$ cat src/rtl/piso_rr_scheduler.sv
// Round-robin front end for a shared parallel-in/serial-out serializer.
// Loads one granted word every WIDTH cycles and tracks serial-side sideband.
module piso_rr_scheduler #(
   parameter int NREQ  = 4,
   parameter int WIDTH = 4,
   parameter int SW    = $clog2(NREQ)
) (
   input  logic                    clk,
   input  logic                    rst,
   input  logic [NREQ-1:0]         req,
   input  logic [NREQ*WIDTH-1:0]   req_data,
   output logic [NREQ-1:0]         ack,
   output logic                    piso_load,
   output logic [WIDTH-1:0]        piso_parallel,
   output logic                    ser_valid,
   output logic                    ser_first,
   output logic [SW-1:0]           ser_src,
   output logic                    busy
);

   localparam int CW = (WIDTH > 2) ? $clog2(WIDTH) : 1;
   localparam logic [CW-1:0] CNT_LAST = CW'(WIDTH - 2);

   localparam logic [1:0] IDLE  = 2'd0;
   localparam logic [1:0] LOAD  = 2'd1;
   localparam logic [1:0] SHIFT = 2'd2;

   logic [1:0]       state_reg, state_next;
   logic [CW-1:0]    cnt_reg;
   logic [SW-1:0]    ptr_reg;
   logic [SW-1:0]    src_reg;
   logic             load_d_reg;
   logic [CW-1:0]    scnt_reg;

   logic [WIDTH-1:0] word [NREQ];
   logic [SW-1:0]    grant_idx;
   logic             grant_any;
   logic             enter_load;

   genvar gi;
   generate
      for (gi = 0; gi < NREQ; gi++) begin : g_word
         assign word[gi] = req_data[gi*WIDTH +: WIDTH];
      end
   endgenerate

   // First requester above the pointer wins; the pointer itself is searched last.
   always_comb begin
      logic [SW-1:0] cand;
      grant_idx = ptr_reg;
      grant_any = 1'b0;
      for (int i = 1; i <= NREQ; i++) begin
         cand = SW'((int'(ptr_reg) + i) % NREQ);
         if (!grant_any && req[cand]) begin
            grant_any = 1'b1;
            grant_idx = cand;
         end
      end
   end

   always_comb begin
      state_next = state_reg;
      case (state_reg)
         IDLE:    if (grant_any) state_next = LOAD;
         LOAD:    state_next = SHIFT;
         SHIFT:   if (cnt_reg == CNT_LAST) state_next = grant_any ? LOAD : IDLE;
         default: state_next = IDLE;
      endcase
   end

   assign enter_load = (state_next == LOAD);

   always_ff @(posedge clk or negedge rst) begin
      if (!rst) begin
         state_reg     <= IDLE;
         cnt_reg       <= '0;
         ptr_reg       <= SW'(NREQ - 1);
         src_reg       <= '0;
         ack           <= '0;
         piso_load     <= 1'b0;
         piso_parallel <= '0;
         busy          <= 1'b0;
      end else begin
         state_reg <= state_next;
         busy      <= (state_next != IDLE);
         piso_load <= enter_load;
         ack       <= enter_load ? (NREQ'(1) << grant_idx) : '0;
         cnt_reg   <= (state_reg == SHIFT) ? cnt_reg + 1'b1 : '0;
         if (enter_load) begin
            piso_parallel <= word[grant_idx];
            ptr_reg       <= grant_idx;
            src_reg       <= grant_idx;
         end
      end
   end

   // The serializer captures at the edge after piso_load and presents the MSB one
   // cycle later, so the frame window opens two cycles after the load pulse.
   always_ff @(posedge clk or negedge rst) begin
      if (!rst) begin
         load_d_reg <= 1'b0;
         scnt_reg   <= '0;
         ser_valid  <= 1'b0;
         ser_first  <= 1'b0;
         ser_src    <= '0;
      end else begin
         load_d_reg <= piso_load;
         if (load_d_reg) begin
            ser_valid <= 1'b1;
            ser_first <= 1'b1;
            ser_src   <= src_reg;
            scnt_reg  <= CW'(WIDTH - 1);
         end else if (scnt_reg != '0) begin
            ser_valid <= 1'b1;
            ser_first <= 1'b0;
            scnt_reg  <= scnt_reg - 1'b1;
         end else begin
            ser_valid <= 1'b0;
            ser_first <= 1'b0;
         end
      end
   end

endmodule

$ cat config.mk
export PLATFORM = sky130hd
export DESIGN_NAME = piso_rr_scheduler
export DESIGN_NICKNAME = d
export VERILOG_FILES = /design/src/rtl/piso_rr_scheduler.sv
export SDC_FILE = /design/constraint.sdc
export NUM_CORES = 1
export LEC_CHECK = 0
export CORE_UTILIZATION = 52
export CTS_BUF_LIST = sky130_fd_sc_hd__clkbuf_4 sky130_fd_sc_hd__clkbuf_8
export DETAILED_ROUTE_END_ITERATION = 7
export GPL_TIMING_DRIVEN = 0
export PLACE_DENSITY = 0.95
export SETUP_SLACK_MARGIN = 0.4
export SLEW_MARGIN = 20
export SYNTH_ARGS = -nofsm -noshare
export SYNTH_HDL_FRONTEND = slang
export SYNTH_SLANG_ARGS = --single-unit
$ cat constraint.sdc
create_clock -name clk -period 5.1 [get_ports clk]
set_clock_uncertainty 0.2 [all_clocks]
set_input_delay 0.765 -clock clk [delete_from_list [all_inputs] [get_ports clk]]
set_output_delay 0.765 -clock clk [all_outputs]
set_load 0.02 [all_outputs]
==> insert_results.sql <==
INSERT INTO impl_metrics (metric_group, metric, value, unit) VALUES
('placed_design', 'place_hpwl', '1900', 'µm'),
('logic_synthesis', 'synth-main-ff-cell', 'sky130_fd_sc_hd__dfrtp_1', ''),
('cts', 'clkLatencyLatePin', '0.31', 'ns'),
('global_route', 'number_of_global_route_vias_before_repair', '886', ''),
('sta', 'worst_relative_slew_slack', '65.7', '%'),
('layout', 'biggestRegsByFlops', 'ack: 4 flops, piso_parallel: 4 flops', ''),
('layout', 'number_of_nets_in_the_final_layout', '167', ''),
('layout', 'area_growth_syn_to_layout', '33.9', '%'),
('die', 'fp.dieW', '50.1', 'µm'),
('routing', 'detail_route.drc_violations', '0', ''),
('placed_design', 'post-place-ws', '2.00', 'ns'),
('sta', 'final.setup.tns', '0', 'ns'),
('cts', 'cts_tree', 'yes', ''),
('global_route', 'initial_antenna_violation_count', '0', ''),
('die', 'io-pin-count', '36', ''),
('critical_path', 'critPathRequiredTime', '5.11', 'ns'),
('critical_path', 'critical_path.endpoint_type', 'flop', ''),
('layout', 'fillers', '162', ''),
('min_path', 'hold_path_depth', '0', ''),
('die', 'placementRows', '17', ''),
('global_route', 'grt_usage', '20.6', '%'),
('sta', 'hold_viol', '0', ''),
('die', 'design.core.area', '0.00219', 'mm²'),
('global_route', 'grt_max_degree', '26', ''),
('min_path', 'worstHoldEndpoint', 'load_d_reg', ''),
('cts', 'clock-root-buffer', 'sky130_fd_sc_hd__clkbuf_4', ''),
('min_path', 'min_path_type', 'flop to flop', ''),
('layout', 'antenna-diode-count', '0', ''),
('critical_path', 'start_kind', 'primary input', ''),
('logic_synthesis', 'yosys_register_bits', '25', ''),
('logic_synthesis', 'synth.lib_cells_used.distinct', '30', ''),
('sta', 'setup_slack', '2.33', 'ns'),
('cts', 'post_cts.resized_instances', '0', ''),
('logic_synthesis', 'synth.cell_area', '0.00120', 'mm²'),
('layout', 'post_route_cells_drive_above_1_share', '17.6', '%'),
('routing', 'routed_wirelength', '2390', 'µm'),
('sta', 'finalSetupViolations', '0', ''),
('die', 'initial_core_util', '55.0', '%'),
('layout', 'finish.cell_count_without_fillers', '170', ''),
('routing', 'postRouteAntennaNets', '0', ''),
('pwr', 'pwr_density', '580', 'mW/mm²'),
('cts', 'cts_hold_repair.buffers', '0', ''),
('logic_synthesis', 'number_of_nets_in_the_synthesized_netlist', '127', ''),
('sta', 'final.min_clock_period', '2.77', 'ns'),
('cts', 'cts-root-to-sink-buffers', '2', ''),
('critical_path', 'reg2reg_to', 'piso_parallel[2]', ''),
('logic_synthesis', 'ys_warn_count', '0', ''),
('placed_design', 'dpl-instance-area', '0.00159', 'mm²'),
('logic_synthesis', 'yosysMostFrequentCell', 'sky130_fd_sc_hd__dfrtp_1', ''),
('placed_design', 'portBuffers', '35', ''),
('cts', 'h_tree_lvl_count', '1', ''),
('logic_synthesis', 'postSynth.asyncResetShare', '100', '%'),
('placed_design', 'final_gp_congestion', '0.817', ''),
('run_status', 'status', 'finished clean', ''),
('logic_synthesis', 'synth_top_cells_by_area', 'sky130_fd_sc_hd__dfrtp_1 48%, sky130_fd_sc_hd__mux2_4 5.0%, sky130_fd_sc_hd__dfstp_2 4.4%', ''),
('global_route', 'grt_first_pass_wirelength', '3750', 'µm'),
('layout', 'final_cell_area', '0.00161', 'mm²'),
('run', 'maxCapViolations', '0', ''),
('global_route', 'grt_overflow', '0', ''),
('layout', 'post-route-util', '73.6', '%'),
('logic_synthesis', 'synth_area_leader_cell', 'sky130_fd_sc_hd__dfrtp_1', ''),
('sta', 'timing_max_transition_violations_final', '0', ''),
('pwr', 'power_leakage', '0.717', 'nW'),
('cts', 'clock_transition_at_the_registers_of_the_reported_paths', '0.13', 'ns'),
('critical_path', 'timing.reg2reg.worst_path_depth', '6', ''),
('pwr', 'irDropWorstVdd', '348', 'µV'),
('routing', 'route.detailed.vias_per_inst', '5.47', ''),
('die', 'die_height', '50.1', 'µm'),
('logic_synthesis', 'ys_seq_area_share', '52.1', '%'),
('routing', 'dr_total_vias', '930', ''),
('cts', 'cts_made_buffers', '3', '');
-- routing by layer --
layer  vias up  routed length [µm]  global-route usage (%)
met1       435                 914                    22.6
met5         -                   0                       0
met2        46                1280                    37.6
met3         8                 127                    2.73
met4         0                  74                    11.9
li1        441                   -                       -
-- worst max-delay path by stage --
| stage | startpoint | slack, ns | to | depth (start not counted) |
|---|---|---|---|---|
| floorplan | req[0] | 2.72 | piso_parallel[0] | 5 |
| global placement | req[1] | 2.07 | piso_parallel[3] | 6 |
| detailed placement | req[1] | 2.00 | piso_parallel[2] | 6 |
| CTS | req[0] | 2.35 | piso_parallel[2] | 6 |
| global route | req[0] | 2.27 | piso_parallel[2] | 6 |
| finish | req[0] | 2.33 | piso_parallel[2] | 6 |
-- cells by family (layout without fill, tap and decap cells) --
logic type / count (synthesis) / after routing / synth area share (%)
buffers and inverters: 10 / 49 / 4.36
and+or+nand+nor: 36 / 36 / 18.3
DFF: 25 / 25 / 52.1
xor gates and xnor gates: 1 / 1 / 0.727
muxes: 7 / 7 / 7.68
adders and majority gates: 2 / 2 / 2.08
AOI/OAI and AO/OA: 22 / 22 / 14.7
-- placed cells by master, fill, tap and decap left out, drive strengths merged, types with 5 or more instances in the layout --
| master | instances |
|---|---|
| mux2 | 6 |
| nor2 | 9 |
| a221o | 5 |
| dfrtp | 23 |
| inv | 7 |
| nand2b | 8 |
| a21oi | 8 |
| clkdlybuf4s50 | 34 |
| nand2 | 6 |
-- power breakdown --
group          internal, mW  switching, mW
logic                 0.248          0.255
registers             0.295         0.0534
clock network        0.0293         0.0545
-- through the flow --
stage | hold slack, ns | total power [mW]
6_report | 0.188 | 0.935
2_1_floorplan | 0.203 | 0.675
5_1_grt | 0.205 | 0.994
4_1_cts | 0.192 | 0.941
3_3_place_gp | 0.161 | 0.824
3_5_place_dp | 0.163 | 0.858
-- area by class of cell --
| class | instances | area (µm²) | share of cell area [%] |
|---|---|---|---|
| Timing Repair Buffer | 35 | 345 | 21.4 |
| Buffer | 3 | 26.3 | 1.63 |
| Clock buffer | 3 | 22.5 | 1.40 |
| Sequential cell | 25 | 628 | 38.9 |
| Clock inverter | 1 | 5.00 | 0.310 |
| Inverter | 7 | 26.3 | 1.63 |
| Tap cell | 28 | 35.0 | 2.17 |
| Multi-Input combinational cell | 68 | 524 | 32.5 |
-- worst max-delay path, stage by stage --
cell and delay [ns]:
sky130_fd_sc_hd__clkdlybuf4s50_1 0.54, sky130_fd_sc_hd__and3b_4 0.23, sky130_fd_sc_hd__buf_6 0.12, sky130_fd_sc_hd__nor3_4 0.44
sky130_fd_sc_hd__mux2_4 0.34, sky130_fd_sc_hd__a221o_1 0.33
No activity file was read; power rests on OpenSTA's default activity.
